### config.mk
export PLATFORM = sky130hd
export DESIGN_NAME = id_ex_pipe_reg_flat
export DESIGN_NICKNAME = d
export VERILOG_FILES = /design/src/rtl/id_ex_pipe_reg_pkg.sv /design/src/rtl/id_ex_pipe_reg_if.sv /design/src/rtl/id_ex_pipe_reg_load_use_detect.sv /design/src/rtl/id_ex_pipe_reg.sv /design/src/flat_wrapper.sv
export SDC_FILE = /design/constraint.sdc
export NUM_CORES = 1
export LEC_CHECK = 0
export CAP_MARGIN = 15
export CORE_AREA = 2 2 175 177
export DETAILED_ROUTE_END_ITERATION = 8
export DIE_AREA = 0 0 177 179
export PLACE_DENSITY = 0.68
export SLEW_MARGIN = 20
export SYNTH_ARGS = -nofsm -noshare
export SYNTH_HDL_FRONTEND = slang
export SYNTH_SLANG_ARGS = --single-unit
### constraint.sdc
create_clock -name clk -period 2.55 [get_ports clk]
set_input_delay 0.51 -clock clk [delete_from_list [all_inputs] [get_ports clk]]
set_output_delay 0.51 -clock clk [all_outputs]
set_load 0.01 [all_outputs]
### src/rtl/id_ex_pipe_reg_pkg.sv
// Shared types and default widths for the ID/EX pipeline register and its helpers.
package id_ex_pkg;

  localparam int XLEN_DEF       = 64;
  localparam int REG_ADDR_W_DEF = 5;
  localparam int ALUOP_W_DEF    = 2;
  localparam int CNT_W_DEF      = 16;

  typedef struct packed {
    logic                   alu_src;
    logic                   mem_to_reg;
    logic                   reg_write;
    logic                   mem_read;
    logic                   mem_write;
    logic [ALUOP_W_DEF-1:0] alu_op;
  } ctrl_t;

  localparam ctrl_t CTRL_NOP = '0;

endpackage

### src/rtl/id_ex_pipe_reg_if.sv
// Instruction bus between pipeline stages. The producer drives it through the
// master modport and the consumer returns ready through the slave modport.
interface id_ex_pipe_reg_if #(
  parameter int XLEN       = 64,
  parameter int REG_ADDR_W = 5,
  parameter int ALUOP_W    = 2
);
  logic                  valid;
  logic                  ready;
  logic                  alu_src;
  logic                  mem_to_reg;
  logic                  reg_write;
  logic                  mem_read;
  logic                  mem_write;
  logic [ALUOP_W-1:0]    alu_op;
  logic                  uses_rs1;
  logic                  uses_rs2;
  logic [XLEN-1:0]       rs1_data;
  logic [XLEN-1:0]       rs2_data;
  logic [XLEN-1:0]       imm;
  logic [REG_ADDR_W-1:0] rs1;
  logic [REG_ADDR_W-1:0] rs2;
  logic [REG_ADDR_W-1:0] rd;

  modport master (
    output valid, alu_src, mem_to_reg, reg_write, mem_read, mem_write, alu_op,
           uses_rs1, uses_rs2, rs1_data, rs2_data, imm, rs1, rs2, rd,
    input  ready
  );

  modport slave (
    input  valid, alu_src, mem_to_reg, reg_write, mem_read, mem_write, alu_op,
           uses_rs1, uses_rs2, rs1_data, rs2_data, imm, rs1, rs2, rd,
    output ready
  );
endinterface

### src/rtl/id_ex_pipe_reg_load_use_detect.sv
// Load-use hazard compare: a load in EX whose destination is a source of the
// instruction in ID. Register 0 is hard-wired zero and never conflicts.
module load_use_detect #(
  parameter int REG_ADDR_W = 5
) (
  input  logic                  ex_valid,
  input  logic                  ex_mem_read,
  input  logic [REG_ADDR_W-1:0] ex_rd,
  input  logic                  id_valid,
  input  logic                  id_uses_rs1,
  input  logic [REG_ADDR_W-1:0] id_rs1,
  input  logic                  id_uses_rs2,
  input  logic [REG_ADDR_W-1:0] id_rs2,
  output logic                  hazard
);

  logic rs1_hit;
  logic rs2_hit;

  always_comb begin
    rs1_hit = id_uses_rs1 && (id_rs1 == ex_rd);
    rs2_hit = id_uses_rs2 && (id_rs2 == ex_rd);
    hazard  = ex_valid && ex_mem_read && (ex_rd != '0) && id_valid && (rs1_hit || rs2_hit);
  end

endmodule

### src/rtl/id_ex_pipe_reg.sv
// ID/EX pipeline register with handshake, stall, flush, load-use bubble insertion
// and a saturating bubble counter. ALUOP_W must match the alu_op width of ctrl_t.
module id_ex_pipe_reg
  import id_ex_pkg::*;
#(
  parameter int XLEN       = XLEN_DEF,
  parameter int REG_ADDR_W = REG_ADDR_W_DEF,
  parameter int ALUOP_W    = ALUOP_W_DEF,
  parameter int CNT_W      = CNT_W_DEF
) (
  input  logic               clk,
  input  logic               rst,
  input  logic               flush,
  id_ex_pipe_reg_if.slave    id,
  id_ex_pipe_reg_if.master   ex,
  output logic               load_use_stall,
  output logic [CNT_W-1:0]   bubble_cnt
);

  logic                  vld_p1;
  ctrl_t                 ctrl_p1;
  logic                  uses_rs1_p1;
  logic                  uses_rs2_p1;
  logic [XLEN-1:0]       rs1_data_p1;
  logic [XLEN-1:0]       rs2_data_p1;
  logic [XLEN-1:0]       imm_p1;
  logic [REG_ADDR_W-1:0] rs1_p1;
  logic [REG_ADDR_W-1:0] rs2_p1;
  logic [REG_ADDR_W-1:0] rd_p1;
  logic [CNT_W-1:0]      cnt_p1;

  ctrl_t ctrl_id;
  logic  accept;
  logic  bubble;
  logic  drain;

  function automatic logic [CNT_W-1:0] sat_inc(input logic [CNT_W-1:0] val);
    return (val == {CNT_W{1'b1}}) ? val : val + 1'b1;
  endfunction

  load_use_detect #(.REG_ADDR_W(REG_ADDR_W)) u_load_use_detect (
    .ex_valid    (vld_p1),
    .ex_mem_read (ctrl_p1.mem_read),
    .ex_rd       (rd_p1),
    .id_valid    (id.valid),
    .id_uses_rs1 (id.uses_rs1),
    .id_rs1      (id.rs1),
    .id_uses_rs2 (id.uses_rs2),
    .id_rs2      (id.rs2),
    .hazard      (load_use_stall)
  );

  always_comb begin
    ctrl_id.alu_src    = id.alu_src;
    ctrl_id.mem_to_reg = id.mem_to_reg;
    ctrl_id.reg_write  = id.reg_write;
    ctrl_id.mem_read   = id.mem_read;
    ctrl_id.mem_write  = id.mem_write;
    ctrl_id.alu_op     = id.alu_op;
  end

  // Flush forces ready so decode can drop its instruction; the edge logic discards it.
  assign id.ready = flush | ((~vld_p1 | ex.ready) & ~load_use_stall);
  assign bubble   = load_use_stall & ex.ready;
  assign accept   = id.valid & id.ready;
  assign drain    = vld_p1 & ex.ready & ~id.valid;

  // ID -> EX stage boundary
  always_ff @(posedge clk) begin
    if (rst) begin
      vld_p1      <= 1'b0;
      ctrl_p1     <= CTRL_NOP;
      uses_rs1_p1 <= 1'b0;
      uses_rs2_p1 <= 1'b0;
      rs1_data_p1 <= '0;
      rs2_data_p1 <= '0;
      imm_p1      <= '0;
      rs1_p1      <= '0;
      rs2_p1      <= '0;
      rd_p1       <= '0;
      cnt_p1      <= '0;
    end else if (flush) begin
      vld_p1  <= 1'b0;
      ctrl_p1 <= CTRL_NOP;
    end else if (bubble) begin
      vld_p1  <= 1'b0;
      ctrl_p1 <= CTRL_NOP;
      cnt_p1  <= sat_inc(cnt_p1);
    end else if (accept) begin
      vld_p1      <= 1'b1;
      ctrl_p1     <= ctrl_id;
      uses_rs1_p1 <= id.uses_rs1;
      uses_rs2_p1 <= id.uses_rs2;
      rs1_data_p1 <= id.rs1_data;
      rs2_data_p1 <= id.rs2_data;
      imm_p1      <= id.imm;
      rs1_p1      <= id.rs1;
      rs2_p1      <= id.rs2;
      rd_p1       <= id.rd;
    end else if (drain) begin
      vld_p1  <= 1'b0;
      ctrl_p1 <= CTRL_NOP;
    end
  end

  assign ex.valid      = vld_p1;
  assign ex.alu_src    = ctrl_p1.alu_src;
  assign ex.mem_to_reg = ctrl_p1.mem_to_reg;
  assign ex.reg_write  = ctrl_p1.reg_write;
  assign ex.mem_read   = ctrl_p1.mem_read;
  assign ex.mem_write  = ctrl_p1.mem_write;
  assign ex.alu_op     = ctrl_p1.alu_op;
  assign ex.uses_rs1   = uses_rs1_p1;
  assign ex.uses_rs2   = uses_rs2_p1;
  assign ex.rs1_data   = rs1_data_p1;
  assign ex.rs2_data   = rs2_data_p1;
  assign ex.imm        = imm_p1;
  assign ex.rs1        = rs1_p1;
  assign ex.rs2        = rs2_p1;
  assign ex.rd         = rd_p1;
  assign bubble_cnt    = cnt_p1;

endmodule

### src/flat_wrapper.sv
// flat-port wrapper written by rule: the top's interface ports become plain ports
module id_ex_pipe_reg_flat import id_ex_pkg::*;
#(
  parameter int XLEN       = XLEN_DEF,
  parameter int REG_ADDR_W = REG_ADDR_W_DEF,
  parameter int ALUOP_W    = ALUOP_W_DEF,
  parameter int CNT_W      = CNT_W_DEF
)
  (clk, rst, flush, load_use_stall, bubble_cnt, id_valid, id_alu_src, id_mem_to_reg, id_reg_write, id_mem_read, id_mem_write, id_alu_op, id_uses_rs1, id_uses_rs2, id_rs1_data, id_rs2_data, id_imm, id_rs1, id_rs2, id_rd, id_ready, ex_valid, ex_alu_src, ex_mem_to_reg, ex_reg_write, ex_mem_read, ex_mem_write, ex_alu_op, ex_uses_rs1, ex_uses_rs2, ex_rs1_data, ex_rs2_data, ex_imm, ex_rs1, ex_rs2, ex_rd, ex_ready);
  id_ex_pipe_reg_if #(.XLEN(XLEN), .REG_ADDR_W(REG_ADDR_W), .ALUOP_W(ALUOP_W)) id_i ();
  id_ex_pipe_reg_if #(.XLEN(XLEN), .REG_ADDR_W(REG_ADDR_W), .ALUOP_W(ALUOP_W)) ex_i ();
  input  logic clk;
  input  logic rst;
  input  logic flush;
  output logic load_use_stall;
  output logic [CNT_W-1:0] bubble_cnt;
  input wire logic [$bits(id_i.valid)-1:0] id_valid;
  input wire logic [$bits(id_i.alu_src)-1:0] id_alu_src;
  input wire logic [$bits(id_i.mem_to_reg)-1:0] id_mem_to_reg;
  input wire logic [$bits(id_i.reg_write)-1:0] id_reg_write;
  input wire logic [$bits(id_i.mem_read)-1:0] id_mem_read;
  input wire logic [$bits(id_i.mem_write)-1:0] id_mem_write;
  input wire logic [$bits(id_i.alu_op)-1:0] id_alu_op;
  input wire logic [$bits(id_i.uses_rs1)-1:0] id_uses_rs1;
  input wire logic [$bits(id_i.uses_rs2)-1:0] id_uses_rs2;
  input wire logic [$bits(id_i.rs1_data)-1:0] id_rs1_data;
  input wire logic [$bits(id_i.rs2_data)-1:0] id_rs2_data;
  input wire logic [$bits(id_i.imm)-1:0] id_imm;
  input wire logic [$bits(id_i.rs1)-1:0] id_rs1;
  input wire logic [$bits(id_i.rs2)-1:0] id_rs2;
  input wire logic [$bits(id_i.rd)-1:0] id_rd;
  output wire logic [$bits(id_i.ready)-1:0] id_ready;
  output wire logic [$bits(ex_i.valid)-1:0] ex_valid;
  output wire logic [$bits(ex_i.alu_src)-1:0] ex_alu_src;
  output wire logic [$bits(ex_i.mem_to_reg)-1:0] ex_mem_to_reg;
  output wire logic [$bits(ex_i.reg_write)-1:0] ex_reg_write;
  output wire logic [$bits(ex_i.mem_read)-1:0] ex_mem_read;
  output wire logic [$bits(ex_i.mem_write)-1:0] ex_mem_write;
  output wire logic [$bits(ex_i.alu_op)-1:0] ex_alu_op;
  output wire logic [$bits(ex_i.uses_rs1)-1:0] ex_uses_rs1;
  output wire logic [$bits(ex_i.uses_rs2)-1:0] ex_uses_rs2;
  output wire logic [$bits(ex_i.rs1_data)-1:0] ex_rs1_data;
  output wire logic [$bits(ex_i.rs2_data)-1:0] ex_rs2_data;
  output wire logic [$bits(ex_i.imm)-1:0] ex_imm;
  output wire logic [$bits(ex_i.rs1)-1:0] ex_rs1;
  output wire logic [$bits(ex_i.rs2)-1:0] ex_rs2;
  output wire logic [$bits(ex_i.rd)-1:0] ex_rd;
  input wire logic [$bits(ex_i.ready)-1:0] ex_ready;
  assign id_i.valid = id_valid;
  assign id_i.alu_src = id_alu_src;
  assign id_i.mem_to_reg = id_mem_to_reg;
  assign id_i.reg_write = id_reg_write;
  assign id_i.mem_read = id_mem_read;
  assign id_i.mem_write = id_mem_write;
  assign id_i.alu_op = id_alu_op;
  assign id_i.uses_rs1 = id_uses_rs1;
  assign id_i.uses_rs2 = id_uses_rs2;
  assign id_i.rs1_data = id_rs1_data;
  assign id_i.rs2_data = id_rs2_data;
  assign id_i.imm = id_imm;
  assign id_i.rs1 = id_rs1;
  assign id_i.rs2 = id_rs2;
  assign id_i.rd = id_rd;
  assign id_ready = id_i.ready;
  assign ex_valid = ex_i.valid;
  assign ex_alu_src = ex_i.alu_src;
  assign ex_mem_to_reg = ex_i.mem_to_reg;
  assign ex_reg_write = ex_i.reg_write;
  assign ex_mem_read = ex_i.mem_read;
  assign ex_mem_write = ex_i.mem_write;
  assign ex_alu_op = ex_i.alu_op;
  assign ex_uses_rs1 = ex_i.uses_rs1;
  assign ex_uses_rs2 = ex_i.uses_rs2;
  assign ex_rs1_data = ex_i.rs1_data;
  assign ex_rs2_data = ex_i.rs2_data;
  assign ex_imm = ex_i.imm;
  assign ex_rs1 = ex_i.rs1;
  assign ex_rs2 = ex_i.rs2;
  assign ex_rd = ex_i.rd;
  assign ex_i.ready = ex_ready;
  id_ex_pipe_reg #(.XLEN(XLEN), .REG_ADDR_W(REG_ADDR_W), .ALUOP_W(ALUOP_W), .CNT_W(CNT_W)) u_core (.clk(clk), .rst(rst), .flush(flush), .id(id_i), .ex(ex_i), .load_use_stall(load_use_stall), .bubble_cnt(bubble_cnt));
endmodule
* After elaboration in Yosys (flattened, before gate mapping)
Cells that the tools add are included.
** Storage, ports and cells
- Flip-flop bits (word level) :: 233
- Bits in latches :: 0
- RAM bits :: 0
- Memory bits (read-only) :: 0
- Bits of input ports :: 221
- Output and inout bits :: 235
- Logic and storage cells :: 49
- Memories kept :: 0
** Operators by class
- $add $sub $neg :: 1
- Multipliers :: 0
- Div/mod/pow operators :: 0
- Order comparisons :: 0
- Equal/unequal tests :: 3
- Shift operators :: 0
- Mux-type cells :: 4
- Bitwise logic cells :: 13
- Reductions and logical operators :: 12
** Operators by type and width (number)
- $add A16 B1 Y16 const B :: 1
- $eq A16 B16 Y1 const B :: 1
- $mux W7 :: 2
- $eq A5 B5 Y1 :: 2
- $logic_and A1 B1 Y1 :: 6
- $not A1 Y1 :: 6
- $reduce_and A3 Y1 :: 2
- $and A1 B1 Y1 :: 5
- $reduce_bool A5 Y1 :: 1
- $reduce_or A3 Y1 :: 1
- $mux W1 :: 2
- $or A1 B1 Y1 :: 2
- $reduce_bool A2 Y1 :: 1
- $logic_or A1 B1 Y1 :: 1

* Logic depth before layout (Yosys ltp)
Gate-level depths: netlist of the first run.
- Depth in word-level cells :: 9
- Depth in mapped cells :: 9
- Depth with buffers taken out :: 7

* Modules after synthesis
Synthesis of the first run repeated with hierarchy kept, for this count alone.
** Second synthesis, totals
- Cells, all modules :: 1064
- Area total of the unflattened synthesis :: 8568.2 µm²
** By module, submodules not included
- id_ex_pipe_reg :: instances 1, cells each 1047, area an instance 8436.8 µm², sequential area each 4664.5 µm²
- load_use_detect :: instances 1, cells each 17, area an instance 131.4 µm², sequential area each 0.0 µm²

* Least setup slack after synthesis of the first run
Ideal clock, no wire load.
- Kind :: register to register
- Start :: register u_core.cnt_p1[0], in the netlist u_core.bubble_cnt[0]
- End :: register u_core.cnt_p1[8], in the netlist u_core.bubble_cnt[8]
- Library setup time :: 0.121 ns
- Data arrival time :: 1.958 ns
- Setup slack :: 0.471 ns
- Cell stages (with the launch flop) :: 8
- Path buffers :: 1
- Clock period less this slack :: 2.079 ns
- Cell sequence :: dfxtp_1 > ha_1 > and3_4 > a311oi_1 > nand3_2 > buf_6 > nor3_1 > mux2_2
** On the way
- Cells in the longest elaborated chain, start to end :: 3
- Elaborated cells between the ends (all ways) :: 4
- Those cells by class :: 1 x add/sub; 1 x eq/ne; 1 x bitwise; 1 x reduce/logical
** RTL lines
- start, declared :: line id_ex_pipe_reg.sv:30 : logic [CNT_W-1:0] cnt_p1;
- start signal, assigned :: line id_ex_pipe_reg.sv:88 : cnt_p1 <= sat_inc(cnt_p1);
- branches (longest 3 deep; another with $add A16 B1 Y16)
Parallel ways; which one is timed is not known.
A chain may end at the register's enable or synchronous reset.

* Final worst setup path of the first run
- Start :: register u_core.rd_p1[4], in the netlist u_core.ex.rd[4]
- End :: output load_use_stall
** On the way
- Cells in the longest elaborated chain, start to end :: 4
- Elaborated cells between the ends (all ways) :: 9
- Those cells by class :: 2 x eq/ne; 7 x reduce/logical
** RTL lines
- start, declared :: line id_ex_pipe_reg.sv:29 : logic [REG_ADDR_W-1:0] rd_p1;
- start signal, assigned :: line id_ex_pipe_reg.sv:99 : rd_p1 <= id.rd;
- $eq A5 B5 Y1 (tied with other cells) :: line id_ex_pipe_reg_load_use_detect.sv:21 : rs1_hit = id_uses_rs1 && (id_rs1 == ex_rd);
- $logic_and A1 B1 Y1, on equally long branches :: line id_ex_pipe_reg_load_use_detect.sv:21, id_ex_pipe_reg_load_use_detect.sv:22, id_ex_pipe_reg_load_use_detect.sv:23
- $logic_or A1 B1 Y1 / $logic_and A1 B1 Y1 (equally long branches) :: line id_ex_pipe_reg_load_use_detect.sv:23 : hazard = ex_valid && ex_mem_read && (ex_rd != '0) && id_valid && (rs1_hit || rs2_hit);
- $logic_and A1 B1 Y1 (*) :: line id_ex_pipe_reg_load_use_detect.sv:23
- end, declared :: line flat_wrapper.sv:15 : output logic load_use_stall;
Mark *: on every way between the ends. The rest lies on a longest branch, timed or not.

==> impl_metrics.csv, run 1 <==
group,metric,value,unit
clock_network,hold_buffers,0,
power,power.switching,2190,uW
synthesis,syn-cell-area,0.00857,mm^2
detailed_routing,detailroute.via_count,7526,
place,placement.cell_area,0.0138,mm^2
setup_path,critical_path.endpoint_type,"output port",
place,place.detailed.hpwl,20200,um
floorplan,floorplan.die_area,0.0317,mm^2
detailed_routing,route.met3.wl,2390,um
global_route,gr_util_all_layers,0.159,
clock_network,max-clock-path-buffers,3,
finish,final_common_cell,"sky130_fd_sc_hd__clkdlybuf4s50_1",
global_route,largest_net_degree_at_the_start_of_global_routing,114,
clock_network,tritoncts_clock_tree,"yes",
synthesis,synth-adder-area-share,0.00146,
synthesis,main_combinational_cell_family_by_area_after_synthesis,"multiplexers",
min_path,whs_path_depth,2,
floorplan,initial_core_utilization,0.285,
synthesis,ys_async_sr_fraction,0,
synthesis,post_synth_xor_xnor_area,0.0133,
clock_network,cts_buffers,28,
setup_path,crit_chain,"xnor2_2 -> nand4_1 -> o22ai_4 -> nand2_2 -> inv_1 -> clkdlybuf4s15_1",
setup_path,crit_fanout,5,
setup_path,critPathArrivalTime,1.90,ns
synthesis,post_synth.cell_area_avg,10.5,um^2
synthesis,synth-seq-cells,233,
detailed_routing,sum_of_routed_wire_segments_on_met1,11000,um
finish,syn_to_final_growth,73.3,%
global_route,antenna_violations_before_repair,0,
detailed_routing,route.top_layer_used,"met4",
detailed_routing,antenna_left,0,
finish,layout.nets,1511,
setup_path,setup.worst_path.class,"register to output port",
power,cell_internal_pwr,7380,uW
finish,drive_above_1_share,0.0810,
sta,fin_hold_ws,0.278,ns
finish,n_antenna_cell,0,
global_route,globalRouteOverflowTotal,0,
synthesis,dominant_cells_by_area_after_synthesis,"sky130_fd_sc_hd__dfxtp_1, sky130_fd_sc_hd__mux2i_1, sky130_fd_sc_hd__nor2_1, sky130_fd_sc_hd__buf_2, sky130_fd_sc_hd__xnor2_1",
detailed_routing,post_drt_wl_per_cell,16.1,um
global_route,number_of_global_route_vias_before_repair,7434,
setup_path,timing.critical_path.max_delay_family,"flip-flops",
run,max_cap_violation_count,0,
run_status,result_of_the_run,"complete, no violations",
clock_network,cts_sinks,233,
floorplan,die_height,179,um
floorplan,floorplan.core_area,0.0300,mm^2
clock_network,clk_pin_slew_worst_paths,0.06,ns
power,netSwitchingFraction,0.228,
setup_path,critical_path.reg2reg.endpoint,"u_core.bubble_cnt[3]$_SDFFE_PP0P_",
power,vdd.ir_drop.worst,463,uV
sta,final_hold_viol_count,0,
clock_network,clk-insertion-delay-late,0.55,ns
floorplan,boundaryPins,456,
setup_path,crit_required,2.04,ns
detailed_routing,met2_wirelength,13400,um
setup_path,startpoint_type,"register",
setup_path,r2r_start,"u_core.bubble_cnt[0]$_SDFFE_PP0P_",
sta,clock.fmax,0.415,GHz
clock_network,cts.htree.levels,1,
synthesis,synth_compound_gate_area_share,0.0314,
synthesis,post_synthesis_sequential_area_ratio,0.544,
min_path,hp-class,"primary input to register",
min_path,holdPathEnd,"u_core.ex.imm[11]$_SDFFE_PP0P_",
setup_path,slowest_stage,"sky130_fd_sc_hd__dfxtp_4",
power,comb_power_share,0.137,
power,power_density,644,mW/mm^2
floorplan,placement_rows,64,
power,power_frac_seq,0.408,
place,globalplace.congestion,0.811,
clock_network,ctsRootBufferMaster,"sky130_fd_sc_hd__clkbuf_16",
detailed_routing,total_length_of_routed_wires,27400,um
min_path,hold_path_startpoint,"rst",
synthesis,synth_top_area_share,0.544,
sta,timing.final.crit_period,2.41,ns
finish,final_area,0.0149,mm^2
global_route,global_route_wire_length_before_repair,40400,um
floorplan,die_x,177,um
power,leakagePower,0.00565,uW
place,placement.io_buffers,455,
detailed_routing,route.detailed.drc,0,
sta,report.final.setup_viol,0,
detailed_routing,drt_first_iter_violations,237,
setup_path,worstRegToRegCells,7,
synthesis,yosys.cell_types.count,39,
detailed_routing,first_pass_iters,4,
sta,drv_slew,0,
sta,fin_skew,0.0251,ns
synthesis,synth-warning-count,0,
setup_path,reg2reg_setup_slack,0.27,ns
sta,timing.max_slew.rel_slack,0.639,
sta,rsz0062_at_grt,"false",
synthesis,syn_nets,1040,
synthesis,synth_largest_area_cell,"sky130_fd_sc_hd__dfxtp_1",
setup_path,cp.buffers_inverters,2,
synthesis,synth.area.mux_share,0.247,
synthesis,synth-edff-count,0,
power,clock_power_share,0.455,
sta,timing.final.crit_share,0.946,
synthesis,synth_cells,818,
detailed_routing,route.detailed.vias_per_inst,4.41,
synthesis,ys_dominant_reg_cell,"sky130_fd_sc_hd__dfxtp_1",
synthesis,synth_simple_gate_area_frac,0.131,
finish,fill_cells,2783,
finish,most_used_cells_in_the_layout_excluding_fill_and_tap_cells,"sky130_fd_sc_hd__clkdlybuf4s50_1, sky130_fd_sc_hd__dfxtp_1, sky130_fd_sc_hd__nor2_1",
setup_path,critPathMaxStageDelay,0.37,ns
sta,max_slew.worst_pin.slew,0.539,ns
==> cells in the mapped netlist, drive strengths merged (3+ instances only) <==
library cell    n
a21oi          12
a22o            7
buf            26
clkbuf         25
dfxtp         233
inv             4
mux2i         210
nand2          10
nand3           9
nand4           7
nor2          220
nor3            3
o21ai           5
o31ai           6
or3             6
or4             7
xnor2          11
==> power groups by stage <==
stage | combinational, uW | sequential [uW] | clock (uW)
after global placement | 1310 | 3970 | 0
final | 1310 | 3900 | 4350
after detailed placement | 1320 | 3980 | 0
after CTS | 1320 | 3900 | 4460
after floorplan | 419 | 4050 | 0
after global routing | 1410 | 3920 | 4640
==> cell type report <==
cell class                      instances  area, um^2  share of cell area
Inverter                                4        15.0             0.00101
Multi-Input combinational cell        530        3690               0.248
Clock inverter                         14         241              0.0163
Clock buffer                           36         781              0.0526
Tap cell                              396         495              0.0334
Timing Repair Buffer                  492        4950               0.334
Sequential cell                       233        4680               0.315
==> metal layers <==
metal / GRT usage / vias up
met5: 0 / -
met4: 0.0468 / 0
met3: 0.0513 / 48
met2: 0.274 / 279
met1: 0.189 / 3469
li1: - / 3730
==> logic make-up (layout without fill, tap and decap cells) <==
| group | count (synthesis) | count (layout) |
|---|---|---|
| adder cells (fa/ha/maj) | 1 | 1 |
| flip-flops | 233 | 233 |
| buffers and inverters | 55 | 546 |
| XOR/XNOR | 13 | 13 |
| AO/OA/AOI/OAI | 37 | 37 |
| AND/OR/NAND/NOR | 268 | 268 |
| multiplexers | 211 | 211 |
==> stage by stage <==
| stage | std cells | total power, uW | setup slack, ns | util | TNS (ns) |
|---|---|---|---|---|---|
| 2_1_floorplan | 818 | 4470 | 0.471 | - | 0 |
| 3_3_place_gp | 1654 | 5280 | -0.336 | 0.459 | -4.14 |
| 3_5_place_dp | 1654 | 5290 | -0.336 | 0.459 | -5.44 |
| 4_1_cts | 1704 | 9690 | 0.000201 | 0.493 | 0 |
| 5_1_grt | 1705 | 9960 | 0.0268 | 0.495 | 0 |
| 6_report | 1705 | 9570 | 0.138 | 0.495 | 0 |
==> how the worst max path moves through the flow <==
stage | start | cells past startpoint | endpoint
4_1_cts | id_rs1[4] | 7 | id_ready
2_1_floorplan | u_core.bubble_cnt[0]$_SDFFE_PP0P_ | 7 | u_core.bubble_cnt[8]$_SDFFE_PP0P_
3_5_place_dp | id_rs1[2] | 7 | id_ready
5_1_grt | u_core.ex.rd[4]$_SDFFE_PP0P_ | 6 | load_use_stall
3_3_place_gp | id_rs1[2] | 7 | id_ready
6_report | u_core.ex.rd[4]$_SDFFE_PP0P_ | 6 | load_use_stall
==> repair_timing <==
| item | 4_1_cts | 5_1_grt |
|---|---|---|
| gates cloned | 0 | 0 |
| pin swaps | 5 | 5 |
| hold endpoints to repair | 0 | 0 |
| endpoints found under the setup margin | 2 | 11 |
| gates resized for setup | 14 | 15 |
| buffers inserted | 0 | 1 |
No activity file was read; power rests on OpenSTA's default activity.
==> run 2, diff against run 1 <==
--- a/config.mk
+++ b/config.mk
@@ -8,6 +8,7 @@
 export CAP_MARGIN = 15
-export CORE_AREA = 2 2 175 177
+export CORE_AREA = 2 2 176 178
+export CTS_BUF_LIST = sky130_fd_sc_hd__clkbuf_4 sky130_fd_sc_hd__clkbuf_8
 export DETAILED_ROUTE_END_ITERATION = 8
-export DIE_AREA = 0 0 177 179
-export PLACE_DENSITY = 0.68
+export DIE_AREA = 0 0 178 180
+export PLACE_DENSITY = 0.67
 export SLEW_MARGIN = 20
==> constraint.sdc (replaced) <==
create_clock -name clk -period 2.55 [get_ports clk]
set_input_delay 0.765 -clock clk [delete_from_list [all_inputs] [get_ports clk]]
set_output_delay 0.765 -clock clk [all_outputs]
set_load 0.01 [all_outputs]
==> impl_metrics.csv, run 2 (synthesized netlist as in run 1, its figures left out) <==
group,metric,value,unit
detailed_routing,first_pass_iters,4,
finish,layout.nets,1542,
detailed_routing,detailroute.via_count,7700,
sta,drv_slew,0,
sta,report.final.setup_viol,2,
sta,fin_hold_ws,0.478,ns
detailed_routing,antenna_left,0,
place,placement.cell_area,0.0140,mm^2
power,power_density,603,mW/mm^2
detailed_routing,drt_first_iter_violations,284,
floorplan,placement_rows,64,
sta,timing.final.crit_share,1.05,
finish,most_used_cells_in_the_layout_excluding_fill_and_tap_cells,"sky130_fd_sc_hd__clkdlybuf4s50_1, sky130_fd_sc_hd__dfxtp_1, sky130_fd_sc_hd__nor2_1",
finish,final_common_cell,"sky130_fd_sc_hd__clkdlybuf4s50_1",
sta,final_hold_viol_count,0,
run_status,violations,"negative setup slack",
place,place_inst,1670,
detailed_routing,route.detailed.vias_per_inst,4.41,
run_status,result_of_the_run,"complete, but fails checks",
finish,finish.utilization,0.495,
power,vdd.ir_drop.worst,462,uV
clock_network,clk_pin_slew_worst_paths,0.05,ns
sta,max_slew.worst_pin.slew,0.537,ns
setup_path,critPathArrivalTime,1.92,ns
detailed_routing,post_drt_wl_per_cell,16.0,um
setup_path,critical_path.endpoint_type,"output port",
global_route,number_of_global_route_vias_before_repair,7767,
floorplan,floorplan.die_area,0.0320,mm^2
sta,setup_ws,-0.137,ns
clock_network,max-clock-path-buffers,3,
detailed_routing,route.detailed.drc,0,
detailed_routing,total_length_of_routed_wires,28000,um
sta,clock.fmax,0.372,GHz
sta,timing.max_slew.rel_slack,0.641,
finish,final_cell_count_no_fill,1746,
place,placement.io_buffers,455,
power,leakagePower,0.00573,uW
clock_network,ctsRootBufferMaster,"sky130_fd_sc_hd__clkbuf_8",
finish,final_area,0.0149,mm^2
sta,timing.final.crit_period,2.69,ns
place,globalplace.congestion,0.822,
sta,rsz0062_at_grt,"true",
clock_network,cts_sinks,233,
min_path,hp-class,"register to register",
setup_path,crit_fanout,3,
run,max_cap_violation_count,0,
floorplan,initial_core_utilization,0.284,
finish,n_antenna_cell,0,
clock_network,tritoncts_clock_tree,"yes",
global_route,globalRouteOverflowTotal,0,
floorplan,die_height,180,um
finish,drive_above_1_share,0.123,
global_route,antenna_violations_before_repair,0,
finish,syn_to_final_growth,74.2,%
place,place.detailed.hpwl,20600,um
clock_network,clk-insertion-delay-late,0.53,ns
floorplan,floorplan.core_area,0.0302,mm^2
global_route,gr_util_all_layers,0.168,
sta,fin_skew,0.0168,ns
clock_network,cts_buffers,42,
floorplan,boundaryPins,456,
setup_path,crit_required,1.79,ns
clock_network,cts.htree.levels,2,
setup_path,setup.worst_path.class,"primary input to output port",
setup_path,startpoint_type,"primary input",
global_route,global_route_wire_length_before_repair,42600,um
floorplan,die_x,178,um
global_route,largest_net_degree_at_the_start_of_global_routing,84,
==> run 2: changes by cell type in the layout (fill, tap and decap cells not counted), sizes merged, moves of 3 or more <==
cell and delta:
clkbuf +35, buf +26, bufinv -5, clkdlybuf4s50 -5, clkinv -4, dlymetal6s2s -3
==> run 2: metrics by stage <==
| step | power (uW) | setup WS [ns] | setup TNS, ns |
|---|---|---|---|
| finish | 9000 | -0.137 | -0.146 |
| global route | 9420 | -0.214 | -0.305 |
| CTS | 9140 | -0.139 | -0.266 |
| detailed placement | 5330 | -0.863 | -61.20 |
| global placement | 5320 | -0.853 | -55.84 |
| floorplan | 4470 | 0.205 | 0 |
==> run 2: path summary, 6_finish.rpt <==
kind	from	endpoint	slack, ns	depth (start not counted)
min	u_core.ex.mem_to_reg$_SDFFE_PP0P_	u_core.ex.mem_to_reg$_SDFFE_PP0P_	0.48	1
min reg2reg	u_core.ex.mem_to_reg$_SDFFE_PP0P_	u_core.ex.mem_to_reg$_SDFFE_PP0P_	0.48	1
max	id_rs2[1]	id_ready	-0.14	7
max reg2reg	u_core.bubble_cnt[0]$_SDFFE_PP0P_	u_core.bubble_cnt[10]$_SDFFE_PP0P_	0.23	7
==> run 2: per-layer routing <==
| layer | track usage | wire length (um) | vias to the layer above |
|---|---|---|---|
| li1 | - | - | 3784 |
| met1 | 0.182 | 10700 | 3526 |
| met2 | 0.294 | 13600 | 326 |
| met3 | 0.0628 | 2720 | 64 |
| met4 | 0.0633 | 890 | 0 |
| met5 | 0 | 0 | - |
==> run 2: final cells by class <==
type | instances | area [um^2]
Fill cell | 2741 | 15300
Timing Repair Buffer | 509 | 5100
Sequential cell | 233 | 4680
Multi-Input combinational cell | 530 | 3730
Clock buffer | 71 | 865
Tap cell | 396 | 495
Clock inverter | 3 | 40.0
Inverter | 4 | 15.0
==> run 2: timing repair <==
action,4_1_cts,5_1_grt
buffers inserted,1,1
pin swaps,16,5
resized for setup,66,7
setup endpoints to repair,2,2
hold buffers,0,0
==> run 2: power by group <==
| part | internal [uW] | switching [uW] | total (uW) |
|---|---|---|---|
| clock | 2220 | 1520 | 3740 |
| combinational | 840 | 518 | 1360 |
| sequential | 3810 | 89.8 | 3900 |
| total | 6870 | 2130 | 9000 |
==> run 2: worst max-delay path, cell delays in order <==
cell and delay [ns]:
sky130_fd_sc_hd__dlygate4sd2_1 0.29, sky130_fd_sc_hd__xnor2_4 0.15, sky130_fd_sc_hd__nand2_2 0.09, sky130_fd_sc_hd__o22ai_4 0.19, sky130_fd_sc_hd__nand2_2 0.11, sky130_fd_sc_hd__a21o_1 0.18, sky130_fd_sc_hd__buf_2 0.13
